[config.mk]
export PLATFORM = sky130hd
export DESIGN_NAME = clk_divider_prog_flat
export DESIGN_NICKNAME = d
export VERILOG_FILES = /design/src/rtl/clk_divider_prog_if.sv /design/src/rtl/clk_divider_prog.sv /design/src/flat_wrapper.sv
export SDC_FILE = /design/constraint.sdc
export NUM_CORES = 1
export LEC_CHECK = 0
export CORE_ASPECT_RATIO = 0.9
export CORE_UTILIZATION = 30
export DETAILED_ROUTE_END_ITERATION = 10
export RECOVER_POWER = 50
export SYNTH_ARGS = -nofsm -noshare
export SYNTH_HDL_FRONTEND = slang
export SYNTH_SLANG_ARGS = --single-unit
[constraint.sdc]
create_clock -name clk_i -period 3.2 [get_ports clk_i]
set_input_delay 0.48 -clock clk_i [delete_from_list [all_inputs] [get_ports clk_i]]
set_output_delay 0.48 -clock clk_i [all_outputs]
set_load 0.03 [all_outputs]
[src/rtl/clk_divider_prog_if.sv]
// Control/status bundle for the programmable strobe generator: per-channel enables,
// divisor writes and restarts in; strobe, square-wave phase and pending flag out.
interface clk_divider_prog_if #(
    parameter int CHANNELS = 2,
    parameter int DIV_W    = 16
);
    logic [CHANNELS-1:0]       en_i;
    logic [CHANNELS*DIV_W-1:0] div_i;
    logic [CHANNELS-1:0]       div_we_i;
    logic [CHANNELS-1:0]       restart_i;
    logic [CHANNELS-1:0]       strb_o;
    logic [CHANNELS-1:0]       phase_o;
    logic [CHANNELS-1:0]       pending_o;

    modport master (
        output en_i, div_i, div_we_i, restart_i,
        input  strb_o, phase_o, pending_o
    );

    modport slave (
        input  en_i, div_i, div_we_i, restart_i,
        output strb_o, phase_o, pending_o
    );
endinterface

[src/rtl/clk_divider_prog.sv]
// Multi-channel programmable strobe generator. Each channel counts enabled cycles down
// to zero, strobes, and reloads from a shadowed divisor so changes land on a terminal count.
module clk_divider_prog #(
    parameter int CHANNELS = 2,
    parameter int DIV_W    = 16,
    parameter int RST_DIV  = 2
) (
    input  logic              clk_i,
    input  logic              rst_i,
    clk_divider_prog_if.slave bus
);
    localparam logic [DIV_W-1:0] RST_VAL = DIV_W'(RST_DIV);
    localparam logic [DIV_W-1:0] ONE     = DIV_W'(1);

    for (genvar c = 0; c < CHANNELS; c++) begin : g_ch
        logic [DIV_W-1:0] cnt;
        logic [DIV_W-1:0] active_div;
        logic [DIV_W-1:0] shadow_div;
        logic             pending;
        logic             strb;
        logic             phase;

        logic [DIV_W-1:0] div_new;
        logic [DIV_W-1:0] src_div;
        logic [DIV_W-1:0] reload;
        logic             term;

        // NOTE: every always_comb output is assigned on every path, so no latch is inferred.
        always_comb begin
            div_new = bus.div_i[c*DIV_W +: DIV_W];
            if (bus.div_we_i[c]) begin
                src_div = div_new;
            end else if (pending) begin
                src_div = shadow_div;
            end else begin
                src_div = active_div;
            end
            // A zero divisor behaves as one; the raw value is still what gets stored.
            reload = (src_div == '0) ? ONE : src_div;
            term   = bus.en_i[c] & ~bus.restart_i[c] & (cnt == '0);
        end

        // NOTE: state updates use non-blocking assignments so all registers sample
        // the same pre-edge values regardless of statement order.
        always_ff @(posedge clk_i) begin
            if (rst_i) begin
                cnt        <= '0;
                active_div <= RST_VAL;
                shadow_div <= RST_VAL;
                pending    <= 1'b0;
                strb       <= 1'b0;
                phase      <= 1'b0;
            end else if (bus.restart_i[c]) begin
                cnt     <= '0;
                strb    <= 1'b0;
                phase   <= 1'b0;
                pending <= 1'b0;
                if (bus.div_we_i[c]) begin
                    active_div <= div_new;
                    shadow_div <= div_new;
                end else if (pending) begin
                    active_div <= shadow_div;
                end
            end else begin
                strb <= term;
                if (term) begin
                    cnt        <= reload - ONE;
                    active_div <= src_div;
                    pending    <= 1'b0;
                    phase      <= ~phase;
                    if (bus.div_we_i[c]) begin
                        shadow_div <= div_new;
                    end
                end else begin
                    if (bus.en_i[c]) begin
                        cnt <= cnt - ONE;
                    end
                    // Written while mid-count: park in the shadow until the next reload.
                    if (bus.div_we_i[c]) begin
                        shadow_div <= div_new;
                        pending    <= 1'b1;
                    end
                end
            end
        end

        assign bus.strb_o[c]    = strb;
        assign bus.phase_o[c]   = phase;
        assign bus.pending_o[c] = pending;
    end
endmodule

[src/flat_wrapper.sv]
// flat-port wrapper written by rule: the top's interface ports become plain ports
module clk_divider_prog_flat 
#(
    parameter int CHANNELS = 2,
    parameter int DIV_W    = 16,
    parameter int RST_DIV  = 2
)
  (clk_i, rst_i, bus_en_i, bus_div_i, bus_div_we_i, bus_restart_i, bus_strb_o, bus_phase_o, bus_pending_o);
  clk_divider_prog_if #(.CHANNELS(CHANNELS), .DIV_W(DIV_W)) bus_i ();
  input  logic clk_i;
  input  logic rst_i;
  input wire logic [$bits(bus_i.en_i)-1:0] bus_en_i;
  input wire logic [$bits(bus_i.div_i)-1:0] bus_div_i;
  input wire logic [$bits(bus_i.div_we_i)-1:0] bus_div_we_i;
  input wire logic [$bits(bus_i.restart_i)-1:0] bus_restart_i;
  output wire logic [$bits(bus_i.strb_o)-1:0] bus_strb_o;
  output wire logic [$bits(bus_i.phase_o)-1:0] bus_phase_o;
  output wire logic [$bits(bus_i.pending_o)-1:0] bus_pending_o;
  assign bus_i.en_i = bus_en_i;
  assign bus_i.div_i = bus_div_i;
  assign bus_i.div_we_i = bus_div_we_i;
  assign bus_i.restart_i = bus_restart_i;
  assign bus_strb_o = bus_i.strb_o;
  assign bus_phase_o = bus_i.phase_o;
  assign bus_pending_o = bus_i.pending_o;
  clk_divider_prog #(.CHANNELS(CHANNELS), .DIV_W(DIV_W), .RST_DIV(RST_DIV)) u_core (.clk_i(clk_i), .rst_i(rst_i), .bus(bus_i));
endmodule
# --- Word-level counts from Yosys, hierarchy flattened ---
# Index checks and enable logic that the tools add are counted.
totals:
  register_bits: 102
  latchBits: 0
  ramBits: 0
  rom_bits: 0
  in_bits: 40
  out_inout_bits: 6
  elab_cells: 50
  memories: 0
classes:
  add_sub_neg: 4
  multipliers: 0
  n_div: 0
  order_cmp: 0
  eq_ne: 0
  shift: 0
  mux: 14
  bitwise_logic: 8
  reduce_logical: 12
ops:
  columns: ["operator", "count"]
  rows:
  - ["two-way mux 16 bit", 14]
  - ["zero test 16 bit", 4]
  - ["subtractor 16 x 1 -> 16 bit (second input constant)", 4]
  - ["nonzero test 2 bit", 4]
  - ["OR reduction 3 bit", 2]
  - ["AND 1 bit", 4]
  - ["NOT 1 bit", 4]
  - ["OR reduction 2 bit", 2]

# --- Longest topological paths before layout ---
# Gate-level depths: netlist (run 1).
depth:
  word_depth: 6
  depth_mapped: 17
  ltp_nobuf: 15

# --- Least setup slack after synthesis (run 1) ---
# OpenSTA, ideal clock, no wires.
synth_path:
  path_type: "register to register"
  startpoint: "register u_core.g_ch[0].cnt[3]"
  endpoint: "register u_core.g_ch[0].cnt[14]"
  setup_time_ns: 0.071
  arrival_ns: 3.112
  t_required_ns: 3.129
  path_slack_ns: 0.017
  stages_incl_launch_ff: 13
  n_path_buf: 2
  period_less_slack_ns: 3.183
  cell_sequence: "dfxtp_1 > or4_4 > nor3_1 > and4_1 > clkbuf_1 > clkbuf_1 > a21oi_1 > ha_1 > nor2b_1 > and3_1 > nand3_1 > mux2_1 > a21oi_1"
synth_via:
  elab_chain_cells: 3
  word_cells_on_any_way: 6
  cone_classes: "add/sub (1); mux (2); bitwise (1); reduce/logical (2)"
synth_lines:
  columns: ["element", "line_no", "rtl"]
  rows:
  - ["start: declaration", "clk_divider_prog.sv:16", "logic [DIV_W-1:0] cnt;"]
  - ["start signal: assignment", "clk_divider_prog.sv:67", "cnt <= reload - ONE;"]
  - ["start signal: assignment", "clk_divider_prog.sv:76", "cnt <= cnt - ONE;"]
  - ["subtractor 16 x 1 -> 16 bit / zero test 16 bit (equally long branches)", "clk_divider_prog.sv:76, clk_divider_prog.sv:40", null]
  - ["two-way mux 16 bit / AND 1 bit (equally long branches)", "clk_divider_prog.sv:75, clk_divider_prog.sv:40", null]
  - ["two-way mux 16 bit / nonzero test 2 bit (equally long branches)", null, null]
# Several ways; a longest one is shown, not always the timed one. The select of a mux whose other input is x is not followed.
# A chain may end at the register's enable or synchronous reset.

# --- Final worst setup path (run 1) ---
layout_path:
  startpoint: "register u_core.g_ch[1].pending"
  endpoint: "register u_core.g_ch[1].cnt[14]"
layout_via:
  elab_chain_cells: 6
layout_lines:
  columns: ["element", "line_no", "rtl"]
  rows:
  - ["start: declaration", "clk_divider_prog.sv:19", "logic pending;"]
  - ["start signal: assignment", "clk_divider_prog.sv:50", "pending <= 1'b0;"]
  - ["start signal: assignment", "clk_divider_prog.sv:57", "pending <= 1'b0;"]
  - ["start signal: assignment", "clk_divider_prog.sv:69", "pending <= 1'b0;"]
  - ["two-way mux 16 bit (*)", null, null]
  - ["two-way mux 16 bit (*)", "clk_divider_prog.sv:31", "if (bus.div_we_i[c]) begin"]
  - ["zero test 16 bit", "clk_divider_prog.sv:39", "reload = (src_div == '0) ? ONE : src_div;"]
  - ["two-way mux 16 bit (*)", "clk_divider_prog.sv:39", null]
  - ["subtractor 16 x 1 -> 16 bit (*)", "clk_divider_prog.sv:67", null]
  - ["two-way mux 16 bit (*)", "clk_divider_prog.sv:66", "if (term) begin"]
  - ["end signal: assignment", "clk_divider_prog.sv:67", null]
  - ["end signal: assignment", "clk_divider_prog.sv:76", null]
  - ["end: declaration", "clk_divider_prog.sv:16", null]
# Every way passes the cells marked *; elsewhere a longest branch is shown, timed or not.

==> results.cfg, run 1 <==
[logic_synthesis]
synth_warnings = 0
yosys.cell_types.count = 62
synth.ff_latch_count = 102
syn_inst = 698
postSynthAreaPerCell_sq_um = 7.77
syn_area_sq_mm = 0.00542
synth_edf_count = 0
seq_area_frac_synth = 0.377
synthFlopType = dfxtp_1
synth_fp_nets = 740
synthArstFlopShare = 0

[timing]
fin_crit_ps = 3110
rsz0062_at_grt = true
fin_skew_ps = 10.1
tightest_slew_ps = 1990
slew_viol_final = 41
fin_crit_sh = 0.971
whs_ps = 453
max_freq_mhz = 322
setup_ws_ps = 94.2
hold_viol = 0
finalSetupViolCount = 0
relSlewSlack = -0.324

[finish]
antennaDiodeCount = 0
multiInputGateArea_sq_mm = 0.00324
nets = 855
finalInstanceArea_sq_mm = 0.00718
seq_area_sq_mm = 0.00204
fillers = 1794
syn_to_final_growth_pct = 32.3
drive_above_1_share = 0.178

[cts]
cts.clk_slew.worst_paths_ps = 70
cts_tree = built
cts_buffers = 9
clock_sink_count = 102
cts_hold_buf = 0
cts_root_buffer = clkbuf_16
htreeDepth = 3
max-clock-path-buffers = 2
insertion_delay_ps = 360

[pwr]
leakagePower_nw = 2.74
intPower_mw = 2.52
power_density_mw_per_mm2 = 511
total_power_mw = 3.67
power_frac_seq = 0.387
ir_drop_uv = 281
clockPowerShare = 0.309
switching_power_mw = 1.15
swShare = 0.313
combPwrFrac = 0.304

[die]
die_y_um = 130
dieArea_sq_mm = 0.0186
start_util = 0.307
die_w_um = 144
core_sq_mm = 0.0177
pin_count = 46
placementRows = 46

[drt]
drc_errors = 0
final_antenna_net_count = 0
drt_iter0_drc = 395
routed_wl_mm = 15.2
first_pass_iters = 5
wl_per_cell_um = 14.4
via_count = 5345
via_per_inst = 5.05

[global_route]
grt.overflow.total = 0
globalRouteMet1Util = 0.253
busiest_layer = met1
grt_pass1_vias = 4876
track_usage = 0.172
antenna_found_initial = 0
grtUsageMet2 = 0.250
grt_max_degree = 41
use_met3 = 0.0303
grt_pass1_wl_mm = 25.1

[critical_path]
crit_buf_inv = 2
rr_endpoint = u_core.g_ch[1].cnt[14]
crit_slowest_cell = or3_4
endpoint_kind = register
crit_fanout = 5
reg2reg_depth = 16
crit_family = simple AND/OR/NAND/NOR gates
worst-path-stages = 16
crit_chain = buf_6, mux2i_4, o21ai_2, or3_4, nor4_4, inv_1, o21ai_2, a21oi_1, ha_2, nor2b_1, o31ai_2, nor3_1, and3b_1, nand3_1, mux2_2, a21oi_2
cp_data_required_time_ps = 3490
r2r_setup_slack_ps = 90
criticalPathCategory = register to register
slowest_delay_ps = 400
r2r-start = u_core.g_ch[1].pending
cp.arrival_ps = 3400
startpoint_type = register
crit_top_cell = o21ai_2

[placed_design]
port_buffers = 45
dp_hpwl_mm = 10.7
pre_cts_slack_ps = -370
place_area_sq_mm = 0.00674
place_congestion = 0.906

[hold_path]
hold_class = register to register
hold_start = u_core.g_ch[0].active_div[4]
holdPathStages = 2
min_to = u_core.g_ch[0].active_div[4]

[run_status]
outcome = finished with violations
violations = capacitance limit, slew limit

[run]
maxCapViolCount = 1
power by group through the flow:
stage	registers, mW	logic, mW	clock network, mW
after floorplan	1.43	0.679	0
after global placement	1.44	1.07	0
after detailed placement	1.44	1.08	0
after CTS	1.41	1.08	1.17
after global routing	1.43	1.23	1.20
final	1.42	1.11	1.13
metal layers:
| layer | share of wire | vias to the layer above |
|---|---|---|
| met5 | 0 | - |
| met2 | 0.42 | 127 |
| met1 | 0.52 | 2491 |
| met3 | 0.049 | 17 |
| li1 | - | 2710 |
| met4 | 0.015 | 0 |
timing repair:
action,CTS,global route
endpoints found under the setup margin,1,10
pin swaps,1,8
setup buffers,0,5
gates cloned,0,1
resized for setup,3,27
layout make-up:
class / instances / area share
Sequential cell: 102 / 0.285
Multi-Input combinational cell: 545 / 0.451
Timing Repair Buffer: 150 / 0.178
Inverter: 5 / 0.00262
Clock buffer: 11 / 0.0338
Tap cell: 240 / 0.0418
Clock inverter: 5 / 0.00785
tightest hold or removal path: cells and delay by family (launching register included):
kind | cells | cell delay [ps]
AO/OA/AOI/OAI | 1 | 50
flip-flops | 1 | 310
AND/OR/NAND/NOR | 1 | 50
synth_stat cells (2+ instances only):
master | count | share of area
nand2_1 | 67 | 0.046
mux2i_1 | 46 | 0.085
o21ai_0 | 50 | 0.046
nor2_1 | 100 | 0.069
a21oi_1 | 85 | 0.078
a2111o_1 | 2 | 0.0042
mux2_1 | 2 | 0.0042
nor3_1 | 21 | 0.019
a31oi_1 | 4 | 0.0046
nand3b_1 | 6 | 0.0083
nand3_1 | 12 | 0.011
a22oi_1 | 4 | 0.0055
buf_4 | 7 | 0.0097
or2_2 | 4 | 0.0046
nor4_1 | 16 | 0.018
xor2_1 | 3 | 0.0048
nor2b_1 | 3 | 0.0035
a31o_2 | 2 | 0.0032
a21o_1 | 2 | 0.0028
nor3b_1 | 2 | 0.0028
xnor2_1 | 4 | 0.0065
o21a_1 | 17 | 0.024
dfxtp_1 | 102 | 0.38
inv_1 | 5 | 0.0035
a211o_1 | 6 | 0.0097
a311oi_1 | 2 | 0.0032
a211oi_1 | 4 | 0.0055
clkbuf_1 | 34 | 0.024
ha_1 | 2 | 0.0046
and2_1 | 3 | 0.0035
nand4_1 | 5 | 0.0058
nand2b_1 | 33 | 0.038
or3_1 | 5 | 0.0058
o21ai_1 | 2 | 0.0018
buf_2 | 4 | 0.0037
o31ai_1 | 6 | 0.0083
cells by family (layout without fill, tap and decap cells):
family,Yosys count,in the layout,share of synthesized area
AO/OA/AOI/OAI,198,198,0.218
AND/OR/NAND/NOR,289,289,0.257
buffers and inverters,51,171,0.0411
XOR/XNOR,7,7,0.0113
adder cells (fa/ha/maj),2,2,0.00461
flip-flops,102,102,0.377
multiplexers,49,49,0.0911
metrics by stage:
step                      setup TNS, ps  instances  utilization
after global placement            -2110       1036        0.382
after global routing               -196       1058        0.406
final                                 0       1058        0.406
after detailed placement          -2580       1036        0.382
after CTS                             0       1052        0.399
after floorplan                       0        698            -
flip-flops by register name (all words and copies together), names as in the netlist:
| name | cells |
|---|---|
| u_core.g_ch.strb | 2 |
| u_core.g_ch.active_div | 32 |
| u_core.g_ch.pending | 2 |
| u_core.g_ch.shadow_div | 32 |
| u_core.g_ch.phase | 2 |
| u_core.g_ch.cnt | 32 |
placed cells by master (no fill, tap or decap), types with 3 or more instances in the layout:
cell type and count:
a22oi_1 4, o21a_1 17, clkdlybuf4s50_1 33, dfxtp_1 100
a211oi_1 4, a21oi_1 84, xnor2_1 4, a31oi_1 4
buf_6 3, clkbuf_16 10, buf_12 3, or2_2 4
buf_4 90, clkbuf_1 7, nand2b_1 33, o31ai_1 5
nor3_1 21, or3_1 4, xor2_1 3, nand4_1 5
inv_1 5, o21ai_1 7, dlygate4sd3_1 9, mux2i_1 42
nand2_1 67, a211o_1 6, nand3b_1 6, o21ai_0 43
nor2b_1 3, nand3_1 12, and2_1 3, nor4_1 15
o21ai_2 3, nor2_1 99
worst max path at each step:
stage                           startpoint  slack [ps]                     end
CTS                 u_core.g_ch[1].pending          20  u_core.g_ch[1].cnt[14]
detailed placement           bus_div_i[24]        -370  u_core.g_ch[1].cnt[14]
finish              u_core.g_ch[1].pending          90  u_core.g_ch[1].cnt[14]
global placement             bus_div_i[24]        -310  u_core.g_ch[1].cnt[14]
global route        u_core.g_ch[1].pending         -80  u_core.g_ch[1].cnt[14]
floorplan            u_core.g_ch[0].cnt[3]          20  u_core.g_ch[0].cnt[14]
Power figures use the tool's default switching activity.
==> inputs of run 2 (changes only) <==
ABC_CLOCK_PERIOD_IN_PS = 3200   (was not set)
PLACE_DENSITY = 0.6   (was not set)
SKIP_LAST_GASP = 1   (was not set)
==> run 2 against run 1 <==
The run still ends with capacitance limit, slew limit left. Via count up 0.21%. Clock skew barely moved. First-iteration DRC count shrank 5.1%. Critical path depth unchanged. Die area did not move. Core utilization did not move. Global-route usage unchanged. Largest power group unchanged. Clock-buffer cell count unchanged. Total power barely moved.
==> results.cfg, run 2 (same netlist as run 1, synthesis figures left out) <==
[run_status]
outcome = finished with violations
violations = capacitance limit, slew limit

[timing]
hold_viol = 0
tightest_slew_ps = 1990
rsz0062_at_grt = true
slew_viol_final = 41
setup_ws_ps = 91.1
fin_crit_ps = 3110
max_freq_mhz = 322
fin_skew_ps = 9.81
whs_ps = 453
relSlewSlack = -0.325
finalSetupViolCount = 0
fin_crit_sh = 0.972

[cts]
max-clock-path-buffers = 2
insertion_delay_ps = 360
clock_sink_count = 102
cts_tree = built
cts_hold_buf = 0
cts.clk_slew.worst_paths_ps = 70
htreeDepth = 3
cts_root_buffer = clkbuf_16
cts_buffers = 9

[die]
dieArea_sq_mm = 0.0186
die_y_um = 130
start_util = 0.307
core_sq_mm = 0.0177
pin_count = 46
die_w_um = 144
placementRows = 46

[drt]
drc_errors = 0
drt_iter0_drc = 375
first_pass_iters = 4
routed_wl_mm = 15.2
via_per_inst = 5.06
final_antenna_net_count = 0
wl_per_cell_um = 14.4
via_count = 5356

[pwr]
total_power_mw = 3.67
power_density_mw_per_mm2 = 511
leakagePower_nw = 2.74
ir_drop_uv = 281

[finish]
antennaDiodeCount = 0
final_cell_mix = dfxtp_1, nor2_1, buf_4, a21oi_1, nand2_1
fillers = 1794
drive_above_1_share = 0.178
layout.cells.non_filler = 1058
largestRegisters = u_core.g_ch.active_div x32, u_core.g_ch.cnt x32, u_core.g_ch.shadow_div x32
final_common_cell = dfxtp_1
syn_to_final_growth_pct = 32.3
nets = 855

[global_route]
grt.overflow.total = 0
track_usage = 0.172
grt_pass1_vias = 4876
grt_max_degree = 41
antenna_found_initial = 0
grt_pass1_wl_mm = 25.1

[hold_path]
hold_class = register to register
hold_start = u_core.g_ch[0].active_div[4]
min_to = u_core.g_ch[0].active_div[4]
holdPathStages = 2

[critical_path]
endpoint_kind = register
slowest_delay_ps = 400
crit_top_cell = o21ai_2
r2r_setup_slack_ps = 90
criticalPathCategory = register to register
r2r-start = u_core.g_ch[1].pending
crit_family = simple AND/OR/NAND/NOR gates
cp_data_required_time_ps = 3490
crit_chain = buf_6, mux2i_4, o21ai_2, or3_4, nor4_4, inv_1, o21ai_2, a21oi_1, ha_2, nor2b_1, o31ai_2, nor3_1, and3b_1, nand3_1, mux2_2, a21oi_2
crit_buf_inv = 2
cp.arrival_ps = 3400
crit_fanout = 5
startpoint_type = register
crit_slowest_cell = or3_4
rr_endpoint = u_core.g_ch[1].cnt[14]
reg2reg_depth = 16

[run]
maxCapViolCount = 1

[placed_design]
pre_cts_slack_ps = -370
placed_cells = 1036
port_buffers = 45
place_congestion = 0.906
dp_hpwl_mm = 10.7
[run 2: cell counts in the layout (fill, tap and decap cells not counted)]
No cell type changed its count.
[run 2: worst max path at each step]
| stage | startpoint | end | slack [ps] | depth (start not counted) |
|---|---|---|---|---|
| after floorplan | u_core.g_ch[0].cnt[3] | u_core.g_ch[0].cnt[14] | 20 | 12 |
| after global placement | bus_div_i[24] | u_core.g_ch[1].cnt[14] | -310 | 16 |
| after detailed placement | bus_div_i[24] | u_core.g_ch[1].cnt[14] | -370 | 16 |
| after CTS | u_core.g_ch[1].pending | u_core.g_ch[1].cnt[14] | 20 | 16 |
| after global routing | u_core.g_ch[1].pending | u_core.g_ch[1].cnt[14] | -80 | 16 |
| final | u_core.g_ch[1].pending | u_core.g_ch[1].cnt[14] | 90 | 16 |
[run 2: final cells by class]
cell class                      count  area (sq um)  share of cell area
Clock buffer                       11           243              0.0338
Inverter                            5          18.8             0.00262
Clock inverter                      5          56.3             0.00785
Tap cell                          240           300              0.0418
Sequential cell                   102          2040               0.285
Multi-Input combinational cell    545          3240               0.451
Timing Repair Buffer              150          1270               0.178
[run 2: repair_timing]
action,CTS,global route
buffers inserted,0,5
pin swaps,1,8
cloned,0,1
resized for setup,3,27
setup endpoints to repair,1,10
[run 2: tightest hold or removal path: stages, from the launching register on]
cell     delay [ps]
dfxtp_1         310
nand2_1          50
a21oi_1          50
[run 2: routing by layer]
metal,GRT usage,part of all wire
met1,0.253,0.52
met2,0.250,0.42
met3,0.0303,0.048
met4,0.0563,0.015
met5,0,0
[run 2: per-stage QoR]
step                utilization  TNS, ps  cell area [sq um]
floorplan                     -        0               5420
global placement          0.382    -2110               6740
detailed placement        0.382    -2580               6740
CTS                       0.399        0               7050
global route              0.406     -196               7180
finish                    0.406        0               7180
[run 2: where the power goes]
| group | switching [mW] | internal (mW) | total (mW) |
|---|---|---|---|
| registers | 0.0642 | 1.35 | 1.42 |
| clock network | 0.505 | 0.629 | 1.13 |
| logic | 0.579 | 0.534 | 1.11 |
